$ cat src/rtl/spi_pin_ctrl_pkg.sv
// Shared definitions for the SPI pin controller.
// Contents: command opcodes, FSM state encoding, status byte layout,
// and the command reject rule.
package spi_pin_ctrl_pkg;

    localparam logic [7:0] OP_NOP        = 8'h00;
    localparam logic [7:0] OP_TOGGLE     = 8'h01;
    localparam logic [7:0] OP_SET        = 8'h02;
    localparam logic [7:0] OP_CLEAR      = 8'h03;
    localparam logic [7:0] OP_READ       = 8'h04;
    localparam logic [7:0] OP_TOGGLE_ALL = 8'h05;

    localparam int STATUS_ERR_BIT = 7;

    typedef enum logic [1:0] {
        ST_IDLE,
        ST_OPCODE,
        ST_INDEX,
        ST_EXEC
    } state_t;

    // The full 8-bit index is compared, so out-of-range indices never wrap.
    function automatic logic cmd_reject(input logic [7:0] op, input logic [7:0] idx,
                                        input int num_pins);
        case (op)
            OP_NOP, OP_TOGGLE_ALL:                return 1'b0;
            OP_TOGGLE, OP_SET, OP_CLEAR, OP_READ: return int'(idx) >= num_pins;
            default:                              return 1'b1;
        endcase
    endfunction

endpackage

$ cat src/rtl/spi_sync_shift.sv
// SPI front end in the system clock domain.
// Synchronises SCLK/CS/MOSI, derives edge strobes, and holds the RX and TX
// shift registers.
// Ports:
//   clk, rst_n          system clock, synchronous active-low reset
//   sclk, cs, mosi      raw asynchronous SPI inputs
//   tx_load, tx_data    response byte for the next byte slot
//   cs_fall, cs_rise    synced chip-select edge strobes
//   byte_done, rx_byte  strobe and value when the 8th bit of a byte is sampled
//   miso                current TX bit
module spi_sync_shift #(
    parameter int SYNC_STAGES = 2
) (
    input  logic       clk,
    input  logic       rst_n,
    input  logic       sclk,
    input  logic       cs,
    input  logic       mosi,
    input  logic       tx_load,
    input  logic [7:0] tx_data,
    output logic       cs_fall,
    output logic       cs_rise,
    output logic       byte_done,
    output logic [7:0] rx_byte,
    output logic       miso
);

    logic [SYNC_STAGES-1:0] sclk_sync, cs_sync, mosi_sync;
    logic       sclk_s, cs_s, mosi_s;
    logic       sclk_q, cs_q;
    logic       sclk_rise, sclk_fall;
    logic [2:0] bit_cnt;
    logic [6:0] rx_shift;
    logic [7:0] tx_shift, tx_hold;
    logic       tx_pending;

    assign sclk_s    = sclk_sync[SYNC_STAGES-1];
    assign cs_s      = cs_sync[SYNC_STAGES-1];
    assign mosi_s    = mosi_sync[SYNC_STAGES-1];
    assign sclk_rise = sclk_s & ~sclk_q;
    assign sclk_fall = ~sclk_s & sclk_q;
    assign cs_fall   = ~cs_s & cs_q;
    assign cs_rise   = cs_s & ~cs_q;
    assign rx_byte   = {rx_shift, mosi_s};
    assign byte_done = sclk_rise & ~cs_s & (bit_cnt == 3'd7);
    assign miso      = tx_shift[7];

    // CS synchroniser resets to 0: a frame can only open after CS has been
    // observed high, even if CS is held low through reset.
    // A load coinciding with the CS fall presets the first byte directly;
    // any other load waits for the next SCLK fall, which is the edge that
    // presents the following byte's MSB.
    always_ff @(posedge clk) begin
        if (!rst_n) begin
            sclk_sync  <= '0;
            cs_sync    <= '0;
            mosi_sync  <= '0;
            sclk_q     <= 1'b0;
            cs_q       <= 1'b0;
            bit_cnt    <= '0;
            rx_shift   <= '0;
            tx_shift   <= '0;
            tx_hold    <= '0;
            tx_pending <= 1'b0;
        end else begin
            sclk_sync <= {sclk_sync[SYNC_STAGES-2:0], sclk};
            cs_sync   <= {cs_sync[SYNC_STAGES-2:0], cs};
            mosi_sync <= {mosi_sync[SYNC_STAGES-2:0], mosi};
            sclk_q    <= sclk_s;
            cs_q      <= cs_s;
            if (cs_fall || cs_rise) begin
                bit_cnt    <= '0;
                rx_shift   <= '0;
                tx_pending <= 1'b0;
                tx_shift   <= (cs_fall && tx_load) ? tx_data : 8'h00;
            end else if (!cs_s) begin
                if (sclk_rise) begin
                    rx_shift <= rx_byte[6:0];
                    bit_cnt  <= bit_cnt + 3'd1;
                end
                if (sclk_fall) begin
                    tx_shift   <= tx_pending ? tx_hold : {tx_shift[6:0], 1'b0};
                    tx_pending <= 1'b0;
                end
                if (tx_load) begin
                    tx_hold    <= tx_data;
                    tx_pending <= 1'b1;
                end
            end
        end
    end

endmodule

$ cat src/rtl/spi_pin_ctrl.sv
// SPI-controlled pin register: set/clear/toggle/read single pins or toggle all.
// Ports:
//   CLK, RST_N       system clock, synchronous active-low reset
//   SCLK, CS, MOSI   SPI mode-0 inputs (asynchronous)
//   MISO             echo/readback/status byte, 0 outside a frame
//   pins             pin state register
//   cmd_valid        one-cycle pulse per executed command
//   cmd_err          one-cycle pulse per rejected command
//
// state     | meaning
// ST_IDLE   | CS high or frame aborted; waiting for CS fall
// ST_OPCODE | receiving opcode byte of a pair
// ST_INDEX  | receiving index byte of a pair
// ST_EXEC   | apply command, pulse cmd_valid/cmd_err
import spi_pin_ctrl_pkg::*;

module spi_pin_ctrl #(
    parameter int NUM_PINS    = 64,
    parameter int SYNC_STAGES = 2
) (
    input  logic                CLK,
    input  logic                RST_N,
    input  logic                SCLK,
    input  logic                CS,
    input  logic                MOSI,
    output logic                MISO,
    output logic [NUM_PINS-1:0] pins,
    output logic                cmd_valid,
    output logic                cmd_err
);

    logic                cs_fall, cs_rise, byte_done;
    logic [7:0]          rx_byte;
    logic                tx_load;
    logic [7:0]          tx_data;
    state_t              state;
    logic [7:0]          opcode;
    logic [NUM_PINS-1:0] exec_mask;
    logic [NUM_PINS-1:0] rx_mask;
    logic                rej, new_rej;
    logic                err;
    logic                first_byte;

    spi_sync_shift #(.SYNC_STAGES(SYNC_STAGES)) u_sync_shift (
        .clk       (CLK),
        .rst_n     (RST_N),
        .sclk      (SCLK),
        .cs        (CS),
        .mosi      (MOSI),
        .tx_load   (tx_load),
        .tx_data   (tx_data),
        .cs_fall   (cs_fall),
        .cs_rise   (cs_rise),
        .byte_done (byte_done),
        .rx_byte   (rx_byte),
        .miso      (MISO)
    );

    // Out-of-range indices shift the one-hot mask to zero; they are rejected anyway.
    assign rx_mask = NUM_PINS'(1) << rx_byte;
    assign new_rej = cmd_reject(opcode, rx_byte, NUM_PINS);

    // Response for the next byte slot. READ readback is taken when the index
    // arrives; READ never modifies pins so it matches the post-exec value.
    always_comb begin
        tx_load = 1'b0;
        tx_data = 8'h00;
        if (state == ST_IDLE && cs_fall) begin
            tx_load                 = 1'b1;
            tx_data[STATUS_ERR_BIT] = err;
        end else if (byte_done && state == ST_OPCODE) begin
            tx_load = 1'b1;
            tx_data = rx_byte;
        end else if (byte_done && state == ST_INDEX) begin
            tx_load = 1'b1;
            if (opcode == OP_READ)
                tx_data = new_rej ? 8'hFF : {7'b0, |(pins & rx_mask)};
            else
                tx_data = rx_byte;
        end
    end

    always_ff @(posedge CLK) begin
        if (!RST_N) begin
            state      <= ST_IDLE;
            pins       <= '0;
            cmd_valid  <= 1'b0;
            cmd_err    <= 1'b0;
            err        <= 1'b0;
            opcode     <= OP_NOP;
            exec_mask  <= '0;
            rej        <= 1'b0;
            first_byte <= 1'b0;
        end else begin
            cmd_valid <= 1'b0;
            cmd_err   <= 1'b0;
            case (state)
                ST_IDLE: begin
                    if (cs_fall) begin
                        state      <= ST_OPCODE;
                        first_byte <= 1'b1;
                    end
                end
                ST_OPCODE: begin
                    if (cs_rise) begin
                        state <= ST_IDLE;
                    end else if (byte_done) begin
                        opcode <= rx_byte;
                        state  <= ST_INDEX;
                        // the status byte has now been fully clocked out
                        if (first_byte) begin
                            err        <= 1'b0;
                            first_byte <= 1'b0;
                        end
                    end
                end
                ST_INDEX: begin
                    if (cs_rise) begin
                        state <= ST_IDLE;
                    end else if (byte_done) begin
                        exec_mask <= rx_mask;
                        rej       <= new_rej;
                        state     <= ST_EXEC;
                    end
                end
                ST_EXEC: begin
                    if (rej) begin
                        cmd_err <= 1'b1;
                        err     <= 1'b1;
                    end else begin
                        cmd_valid <= 1'b1;
                        case (opcode)
                            OP_TOGGLE:     pins <= pins ^ exec_mask;
                            OP_SET:        pins <= pins | exec_mask;
                            OP_CLEAR:      pins <= pins & ~exec_mask;
                            OP_TOGGLE_ALL: pins <= ~pins;
                            default:       ;
                        endcase
                    end
                    state <= cs_rise ? ST_IDLE : ST_OPCODE;
                end
                default: state <= ST_IDLE;
            endcase
        end
    end

endmodule
$ cat config.mk
export PLATFORM = sky130hd
export DESIGN_NAME = spi_pin_ctrl
export DESIGN_NICKNAME = d
export VERILOG_FILES = /design/src/rtl/spi_pin_ctrl_pkg.sv /design/src/rtl/spi_sync_shift.sv /design/src/rtl/spi_pin_ctrl.sv
export SDC_FILE = /design/constraint.sdc
export NUM_CORES = 1
export LEC_CHECK = 0
export ABC_AREA = 0
export ABC_CLOCK_PERIOD_IN_PS = 2900
export CORE_MARGIN = 2
export CORE_UTILIZATION = 28
export DETAILED_ROUTE_END_ITERATION = 10
export DONT_BUFFER_PORTS = 1
export PLACE_DENSITY_LB_ADDON = 0.12
export SYNTH_ARGS = -nofsm -noshare
export SYNTH_HDL_FRONTEND = slang
export SYNTH_SLANG_ARGS = --single-unit
$ cat constraint.sdc
create_clock -name CLK -period 2.9 [get_ports CLK]
set_input_delay 0.29 -clock CLK [delete_from_list [all_inputs] [get_ports CLK]]
set_output_delay 0.29 -clock CLK [all_outputs]
set_load 0.1 [all_outputs]
Word level (Yosys, flattened, before mapping)

Cells that the tools add are included.

Add/subtract/negate cells: 1
$mul: 0
Div/mod/pow operators: 0
$lt $le $gt $ge: 1
Eq/ne operators: 17
Shift-type cells: 1
Multiplexer cells: 36
Bitwise logic cells: 20
Reductions and logical operators: 27

Operators by type and width:

| cell                                                                   | count |
|---|---|
| 64-bit one-hot mux with 4 select lines                                 | 1 |
| 64-bit bitwise AND                                                     | 2 |
| 64-bit inverter                                                        | 2 |
| 8-bit two-way mux                                                      | 9 |
| 64-bit OR                                                              | 1 |
| 64-bit OR reduction                                                    | 1 |
| 1-bit by 8-bit left shift with 64-bit output (first input constant)    | 1 |
| 64-bit bitwise XOR                                                     | 1 |
| 8-bit by 2-bit == test with 1-bit output (second input constant)       | 2 |
| 8-bit by 3-bit == test with 1-bit output (second input constant)       | 2 |
| 1-bit two-way mux                                                      | 16 |
| 3-bit AND reduction                                                    | 5 |
| 2-bit != test (second input constant)                                  | 6 |
| 2-bit two-way mux                                                      | 5 |
| 8-bit by 1-bit == test with 1-bit output (second input constant)       | 1 |
| 8-bit by 7-bit >= comparator with 1-bit output (second input constant) | 1 |
| 8-bit zero test                                                        | 1 |
| 1-bit inverter                                                         | 8 |
| 2-bit one-hot mux with 4 select lines                                  | 1 |
| 2-bit AND reduction                                                    | 4 |
| 2-bit nonzero test                                                     | 4 |
| 7-bit two-way mux                                                      | 1 |
| 1-bit bitwise AND                                                      | 6 |
| 3-bit != test (second input constant)                                  | 2 |
| 13 further kinds                                                       | 20 |

Register bits: 178
Bits in latches: 0
RAM bits: 0
Bits in read-only memories: 0
Input port bits: 5
Output and inout bits: 67
Word-level logic and storage cells: 122
Memories kept: 0

Logic depth before layout (Yosys ltp)

Gate-level depths: netlist of run 1.

Word-level depth: 11
Mapped depth: 10

Modules after synthesis

A second synthesis of run 1 with hierarchy kept.

Cells, all modules: 1442
Area total of the unflattened synthesis: 11726.2 sq um

Modules (own cells, without submodules):

| module         | times used | cells an instance | area an instance (sq um) |
|---|---|---|---|
| spi_pin_ctrl   | 1          | 1305              | 10243.6 |
| spi_sync_shift | 1          | 137               | 1482.7 |

Least setup slack after synthesis of run 1

Ideal clock, no wire load.

Kind: reg-to-reg
From: register pins[63]
To: register u_sync_shift.tx_shift[0]
Setup time: 119 ps
Arrival: 2575 ps
Required time: 2781 ps
Path slack: 206 ps
Cell stages (with the launch flop): 8
Buffers on the path: 0
Period minus slack after synthesis: 2694 ps
Path through: dfxtp_1 -> a32o_1 -> a222oi_1 -> o22ai_1 -> or4_1 -> nor4_2 -> nor2_1 -> o221a_1

Cells in the longest elaborated chain, start to end: 9

Ends and longest elaborated chain:

| item                     | RTL line             | RTL |
|---|---|---|
| start: declaration       | spi_pin_ctrl.sv:27   | `output logic [NUM_PINS-1:0] pins,` |
| start signal: assignment | spi_pin_ctrl.sv:133  | `OP_TOGGLE: pins <= pins ^ exec_mask;` |
| start signal: assignment | spi_pin_ctrl.sv:134  | `OP_SET: pins <= pins \| exec_mask;` |
| start signal: assignment | spi_pin_ctrl.sv:135  | `OP_CLEAR: pins <= pins & ~exec_mask;` |
| 64-bit bitwise AND       | spi_pin_ctrl.sv:77   | `tx_data = new_rej ? 8'hFF : {7'b0, \|(pins & rx_mask)};` |
| 64-bit OR reduction      | spi_pin_ctrl.sv:77   |  |
| 8-bit two-way mux        | spi_pin_ctrl.sv:77   |  |
| 8-bit two-way mux        | spi_pin_ctrl.sv:76   | `if (opcode == OP_READ)` |
| 8-bit two-way mux        | spi_pin_ctrl.sv:74   | `end else if (byte_done && state == ST_INDEX) begin` |
| 8-bit two-way mux        | spi_pin_ctrl.sv:71   | `end else if (byte_done && state == ST_OPCODE) begin` |
| 7-bit two-way mux        | spi_pin_ctrl.sv:68   | `if (state == ST_IDLE && cs_fall) begin` |
| 8-bit two-way mux        | spi_sync_shift.sv:75 | `tx_shift <= (cs_fall && tx_load) ? tx_data : 8'h00;` |
| 8-bit two-way mux        | spi_sync_shift.sv:71 | `if (cs_fall \|\| cs_rise) begin` |
| end signal: assignment   | spi_sync_shift.sv:75 |  |
| end signal: assignment   | spi_sync_shift.sv:82 | `tx_shift <= tx_pending ? tx_hold : {tx_shift[6:0], 1'b0};` |
| end: declaration         | spi_sync_shift.sv:34 | `logic [7:0] tx_shift, tx_hold;` |

No other way between the ends.
A chain may end at the register's enable or synchronous reset.

Worst setup path after layout of run 1

From: register u_sync_shift.rx_shift[1]
To: register u_sync_shift.tx_shift[0]

Cells in the longest elaborated chain, start to end: 10
Elaborated cells between the ends (all ways): 12
Classes of those cells: 1 x order compare; 1 x shift; 8 x mux; 1 x bitwise; 1 x reduce/logical

Ends and longest elaborated chain:

| item                                                                                   | RTL line             | RTL |
|---|---|---|
| start: declaration                                                                     | spi_sync_shift.sv:33 | `logic [6:0] rx_shift;` |
| start signal: assignment                                                               | spi_sync_shift.sv:78 | `rx_shift <= rx_byte[6:0];` |
| branches (longest 3 deep; another with 8-bit by 7-bit >= comparator with 1-bit output) | -                    |  |
| 8-bit two-way mux (*)                                                                  | spi_pin_ctrl.sv:77   |  |
| 8-bit two-way mux (*)                                                                  | spi_pin_ctrl.sv:76   |  |
| 8-bit two-way mux (*)                                                                  | spi_pin_ctrl.sv:74   |  |
| 8-bit two-way mux (*)                                                                  | spi_pin_ctrl.sv:71   |  |
| 7-bit two-way mux (*)                                                                  | spi_pin_ctrl.sv:68   |  |
| 8-bit two-way mux (*)                                                                  | spi_sync_shift.sv:75 |  |
| 8-bit two-way mux (*)                                                                  | spi_sync_shift.sv:71 |  |

Every way passes the cells marked *.

==> impl_metrics.tcl, run 1 <==
set metrics [dict create \
    synth_area_leaders "dfxtp_1, ha_1, a21oi_1" \
    drive_gt1_share_pct 11.5 \
    worstRegToRegCells 9 \
    synth_cell_types 62 \
    cts_sinks 178 \
    worstHoldStart "RST_N" \
    crit_slowest_cell "or4_1" \
    yosysMostFrequentCell "nor2_1" \
    clockRootBuffer "clkbuf_16" \
    grt_pass1_vias 9718 \
    r2r_slack_ns 0.08 \
    final.setup.tns_ns 0 \
    ys_seq_area_share_pct 31.5 \
    worst-setup-path-type "flip-flop to flip-flop" \
    die_w_um 205 \
    synth_top_cell_area_share_pct 31.5 \
    placed_area_um2 12600 \
    track_usage_pct 18.6 \
    antenna_left 0 \
    p_per_area_nw_per_um2 384 \
    r2r-end "u_sync_shift.tx_shift[0]" \
    synth_area_leader_cell "dfxtp_1" \
    cp.required_ns 3.25 \
    r2r_start "u_sync_shift.rx_shift[1]" \
    antenna_cells 0 \
    p_leak_uw 0.00471 \
    wl_mm 38.4 \
    hpwl_mm 27.1 \
    port_buffers 0 \
    h-tree-depth 4 \
    busiest_layer "met2" \
    cts_buffers 17 \
    syn_area_um2 11300 \
    async_flop_share_pct 0 \
    synth_common_cells "nor2_1, a21oi_1, dfxtp_1" \
    cts_tree "built" \
    clk_pin_slew_worst_paths_ns 0.07 \
    finalHoldViolations 0 \
    ys_seq_elements 178 \
    max-slew-margin-rel_pct 35.8 \
    firstDrtPassIters 8 \
    start_util_pct 28.4 \
    min_path_type "input pin to flip-flop" \
    post-route-period-util_pct 97.2 \
    max_freq_mhz 355 \
    gp_congestion 0.897 \
    stdcell_area_um2 13300 \
    worst-path-buf-inv 1 \
    path_delay_family "simple AND/OR/NAND/NOR gates" \
    clk_path_buf_depth 2 \
    setup_viol 0 \
    status "finished clean" \
    dp.cells 2072 \
    clk_latency_ns 0.46 \
    use_met2_pct 29.9 \
    startpoint_type "flip-flop" \
    synth-warning-count 0 \
    wl_per_cell_um 18.2 \
    grtUsageMet1_pct 25.3 \
    die_y_um 205 \
    fin_cells 2108 \
    ys.flop_type "dfxtp_1" \
    cp-end-kind "flip-flop" \
    maxCapViolCount 0 \
    syn_inst 1542 \
    p_total_uw 5090 \
    synth_edf_count 0 \
    rows 73 \
    via_per_inst 4.96 \
    antenna_found_initial 1 \
    holdPathEnd "cmd_valid" \
    cts_setup_buffers 0 \
    grt_max_degree 86 \
    grt_pass1_wl_mm 59.4 \
    die-area_um2 42000 \
    critical_path.cell_chain "and2_4 > a32o_1 > a222oi_1 > o22ai_1 > or4_1 > nor4_4 > buf_4 > nor2_1 > o221a_1" \
    rsz0062_at_grt "true" \
    met3_usage_pct 3.80 \
    drv_slew 0 \
    avgSynthCellArea_um2 7.34 \
    worst_pin_slew_ns 0.962 \
    syn-num-nets 1681 \
    grt-ovfl-total 0 \
    vias 10500 \
    critical_path.max_stage_delay_ns 0.60 \
    pin_count 72 \
    cp_max_fo 8 \
    synthToLayoutAreaGrowth_pct 17.2 \
    min_period_ns 2.82 \
    nNetsFinal 1709 \
    drt-initial-drc-count 777 \
    min_delay_path_depth 2 \
    core-area_um2 39800 \
    irDropWorstVdd_v 0.000421 \
    arrival_ns 3.17 \
    fin_skew_ns 0.0125 \
    drc 0 \
]
[registers in the layout, indices dropped and copies added (netlist names)]
| register | flops |
|---|---|
| cmd_err | 1 |
| cmd_valid | 1 |
| err | 1 |
| exec_mask | 64 |
| first_byte | 1 |
| opcode | 8 |
| pins | 64 |
| rej | 1 |
| state | 2 |
| u_sync_shift.bit_cnt | 3 |
| u_sync_shift.cs_q | 1 |
| u_sync_shift.cs_sync | 2 |
| u_sync_shift.mosi_sync | 2 |
| u_sync_shift.rx_shift | 7 |
| u_sync_shift.sclk_q | 1 |
| u_sync_shift.sclk_sync | 2 |
| u_sync_shift.tx_hold | 8 |
| u_sync_shift.tx_pending | 1 |
| u_sync_shift.tx_shift | 8 |
[through the flow]
step	util [%]	hold WS [ns]	setup WS, ns
after global placement	31.6	0.416	0.0485
after floorplan	-	0.412	0.206
after detailed placement	31.6	0.416	0.0307
final	33.3	0.0137	0.0815
after CTS	33.2	0.00168	0.0184
after global routing	33.3	0.00295	-0.0739
[cell families after synthesis]
logic type,Yosys count,share of synthesized area [%]
DFF,178,31.5
xor gates and xnor gates,1,0.0774
muxes,29,2.60
AOI/OAI and AO/OA,410,22.1
buffers and inverters,254,8.63
adders and majority gates,135,14.9
and+or+nand+nor,535,20.2
[layer usage]
| metal | up-vias | wire length (um) |
|---|---|---|
| li1 | 5325 | - |
| met1 | 4898 | 18400 |
| met2 | 207 | 17500 |
| met3 | 34 | 1870 |
| met4 | 0 | 673 |
| met5 | - | 0 |
[worst reg2reg max path, cell delays in order (launching register included)]
cell	delay, ns
dfxtp_1	0.38
and2_4	0.19
a32o_1	0.24
a222oi_1	0.35
o22ai_1	0.17
or4_1	0.60
nor4_4	0.37
buf_4	0.17
nor2_1	0.04
o221a_1	0.20
[power by group]
part	internal, uW	total [uW]	switching, uW	leakage, uW
sequential	2460	2480	19.4	0.00144
clock	1370	2470	1100	0.000294
combinational	43.1	134	90.6	0.00297
[what timing repair did]
item	CTS	global route
hold endpoints to repair	15	0
hold buffers	4	0
setup endpoints to repair	0	2
resized for setup	0	4
[how the worst max path moves through the flow]
stage                                         from                        to  slack (ns)  depth (start not counted)
after global routing      u_sync_shift.rx_shift[1]  u_sync_shift.tx_shift[0]       -0.07                          9
after global placement    u_sync_shift.rx_shift[1]  u_sync_shift.tx_shift[0]        0.05                          9
after CTS                 u_sync_shift.rx_shift[1]  u_sync_shift.tx_shift[0]        0.02                          9
final                     u_sync_shift.rx_shift[1]  u_sync_shift.tx_shift[0]        0.08                          9
after detailed placement  u_sync_shift.rx_shift[1]  u_sync_shift.tx_shift[0]        0.03                          9
after floorplan                           pins[63]  u_sync_shift.tx_shift[0]        0.21                          7
[layout make-up]
type	instances	area, um^2
fillers	4341	26600
multi-input cells	1110	6840
flip-flops and latches	178	3570
repair buffers	129	1080
well taps	525	657
inverters	134	505
clock buffers	22	484
clock inverters	10	121
[cells in the final DEF, fill, tap and decap left out, types with 71 or more instances in the layout]
cell,n
nor2_1,245
a21oi_1,211
dfxtp_1,177
nand2_1,160
ha_1,134
inv_1,133
buf_4,117
o22ai_1,72
nor3_1,71
a22oi_1,71
No activity file was read; power rests on OpenSTA's default activity.
==> run 2: changes to the inputs <==
- CORE_UTILIZATION: 28 -> 56
- GPL_TIMING_DRIVEN: default -> 0
- RECOVER_POWER: default -> 100
==> run 2 against run 1 <==
Effect of this change: sequential cell count unchanged; clock skew decreased by 0.0044 ns; first-iteration DRC count increased by 12%; worst setup slack got worse by 0.033 ns; sequential power about the same; critical path depth decreased by 1; global-route usage increased by 14 points; fmax decreased by 1.1%; sequential share of layout area increased by 2.0 points; final cell count decreased by 13%; total power decreased by 1.3%; highest routed layer unchanged.
==> impl_metrics.tcl, run 2 (synthesis gave the netlist of run 1 again) <==
set metrics [dict create \
    pin_count 72 \
    worst-setup-path-type "flip-flop to flip-flop" \
    wl_mm 34.8 \
    sw_frac_of_total_pct 22.8 \
    die_y_um 146 \
    grt_pass1_vias 10100 \
    min_period_ns 2.85 \
    path_delay_family "simple AND/OR/NAND/NOR gates" \
    worstHoldStart "RST_N" \
    grt_max_degree 17 \
    critical_path.max_stage_delay_ns 0.57 \
    die-area_um2 21400 \
    r2r_slack_ns 0.05 \
    hpwl_mm 25.6 \
    via_per_inst 5.89 \
    firstDrtPassIters 5 \
    cp.required_ns 3.27 \
    worst_pin_slew_ns 1.26 \
    crit_slowest_cell "or4_4" \
    clockRootBuffer "clkbuf_16" \
    placed_area_um2 11700 \
    clk_latency_ns 0.44 \
    final_common_cell "nor2_1" \
    seq_power_share_pct 49.3 \
    gp_congestion 0.952 \
    cp_max_fo 10 \
    min_path_type "input pin to flip-flop" \
    die_w_um 146 \
    drv_slew 0 \
    p_per_area_nw_per_um2 405 \
    top_regs "exec_mask: 64 flops, pins: 64 flops" \
    holdPathEnd "u_sync_shift.tx_shift[7]" \
    port_buffers 0 \
    r2r_start "opcode[4]" \
    vias 10800 \
    clk_pin_slew_worst_paths_ns 0.07 \
    min_delay_path_depth 3 \
    drt-initial-drc-count 867 \
    worst-path-buf-inv 2 \
    p_total_uw 5020 \
    setup_viol 0 \
    drive_gt1_share_pct 5.46 \
    rows 51 \
    cts_sinks 178 \
    core-area_um2 19700 \
    grt-ovfl-total 0 \
    wl_per_cell_um 18.9 \
    fill_cells 1904 \
    cts_buffers 17 \
    antenna_cells 0 \
    antenna_found_initial 0 \
    final_cell_mix "nor2_1, a21oi_1, dfxtp_1, nand2_1, ha_1" \
    arrival_ns 3.22 \
    worstRegToRegCells 8 \
    irDropWorstVdd_v 0.000416 \
    max_freq_mhz 351 \
    r2r-end "pins[20]" \
    status "finished clean" \
    clkPwrFrac_pct 47.9 \
    power.switching_uw 1140 \
    p_int_uw 3870 \
    maxCapViolCount 0 \
    synthToLayoutAreaGrowth_pct 9.45 \
    h-tree-depth 4 \
    finalHoldViolations 0 \
    grt_pass1_wl_mm 54.6 \
    fin_skew_ns 0.00806 \
    post-route-period-util_pct 98.3 \
    track_usage_pct 32.1 \
    start_util_pct 57.6 \
    stdcell_area_um2 12400 \
    cts_tree "built" \
    max-slew-margin-rel_pct 15.9 \
    clk_path_buf_depth 2 \
    drc 0 \
    startpoint_type "flip-flop" \
    combinationalPowerShare_pct 2.7 \
    p_leak_uw 0.00422 \
    antenna_left 0 \
    cp-end-kind "flip-flop" \
    nNetsFinal 1704 \
    critical_path.cell_chain "or4_4 > nor4_1 > clkbuf_2 > clkbuf_1 > a21oi_1 > o22ai_1 > a22oi_1 > nor2_1" \
]
[run 2: stage by stage]
step	setup TNS [ns]	cells	hold WS, ns	worst slack, ns	utilization (%)
global placement	-1.51	1807	0.415	-0.767	59.3
floorplan	0	1542	0.412	0.206	-
finish	0	1841	0.269	0.0489	63.0
CTS	0	1841	0.256	0.0213	62.8
global route	-0.00970	1841	0.312	-0.00970	63.0
detailed placement	-1.73	1808	0.419	-0.289	59.4
[run 2: metal layers]
metal / vias up / global-route usage, % / share of wire [%]
li1: 5322 / - / -
met3: 78 / 4.50 / 6.7
met1: 5062 / 43.1 / 45
met2: 374 / 51.9 / 45
met4: 0 / 13.9 / 3.8
met5: - / 0 / 0
[run 2: power by group through the flow]
stage | logic (uW) | clock network (uW) | registers [uW]
floorplan | 90.2 | 0 | 2530
global placement | 131 | 0 | 2530
detailed placement | 132 | 0 | 2530
CTS | 136 | 2420 | 2480
global route | 149 | 2520 | 2480
finish | 138 | 2410 | 2480
[run 2: how the worst max path moves through the flow]
stage | depth (start not counted) | slack [ns] | from | endpoint
final | 8 | 0.05 | opcode[4] | pins[20]
after global routing | 8 | -0.01 | opcode[0] | pins[46]
after CTS | 9 | 0.02 | opcode[4] | u_sync_shift.tx_shift[0]
after detailed placement | 9 | -0.29 | opcode[0] | u_sync_shift.tx_shift[0]
after global placement | 9 | -0.77 | u_sync_shift.mosi_sync[1] | u_sync_shift.tx_hold[0]
after floorplan | 7 | 0.21 | pins[63] | u_sync_shift.tx_shift[0]
[run 2: what timing repair did]
item,in CTS,in global routing
hold buffers,3,0
buffers inserted,0,0
pin swaps,2,1
gates resized for setup,18,24
hold endpoints to repair,3,0
setup endpoints to repair,61,84
[run 2: final cells by class]
class | instances | area (um^2) | area share [%]
inverters | 134 | 503 | 4.06
well taps | 265 | 332 | 2.68
repair buffers | 4 | 37.5 | 0.303
multi-input cells | 1110 | 6850 | 55.3
plain buffers | 120 | 487 | 3.93
flip-flops and latches | 178 | 3580 | 28.9
clock inverters | 11 | 154 | 1.24
clock buffers | 19 | 443 | 3.58
[run 2: tightest hold or removal path: stages]
cell and delay, ns:
clkbuf_1 0.20, o21ai_0 0.13, a21oi_1 0.05
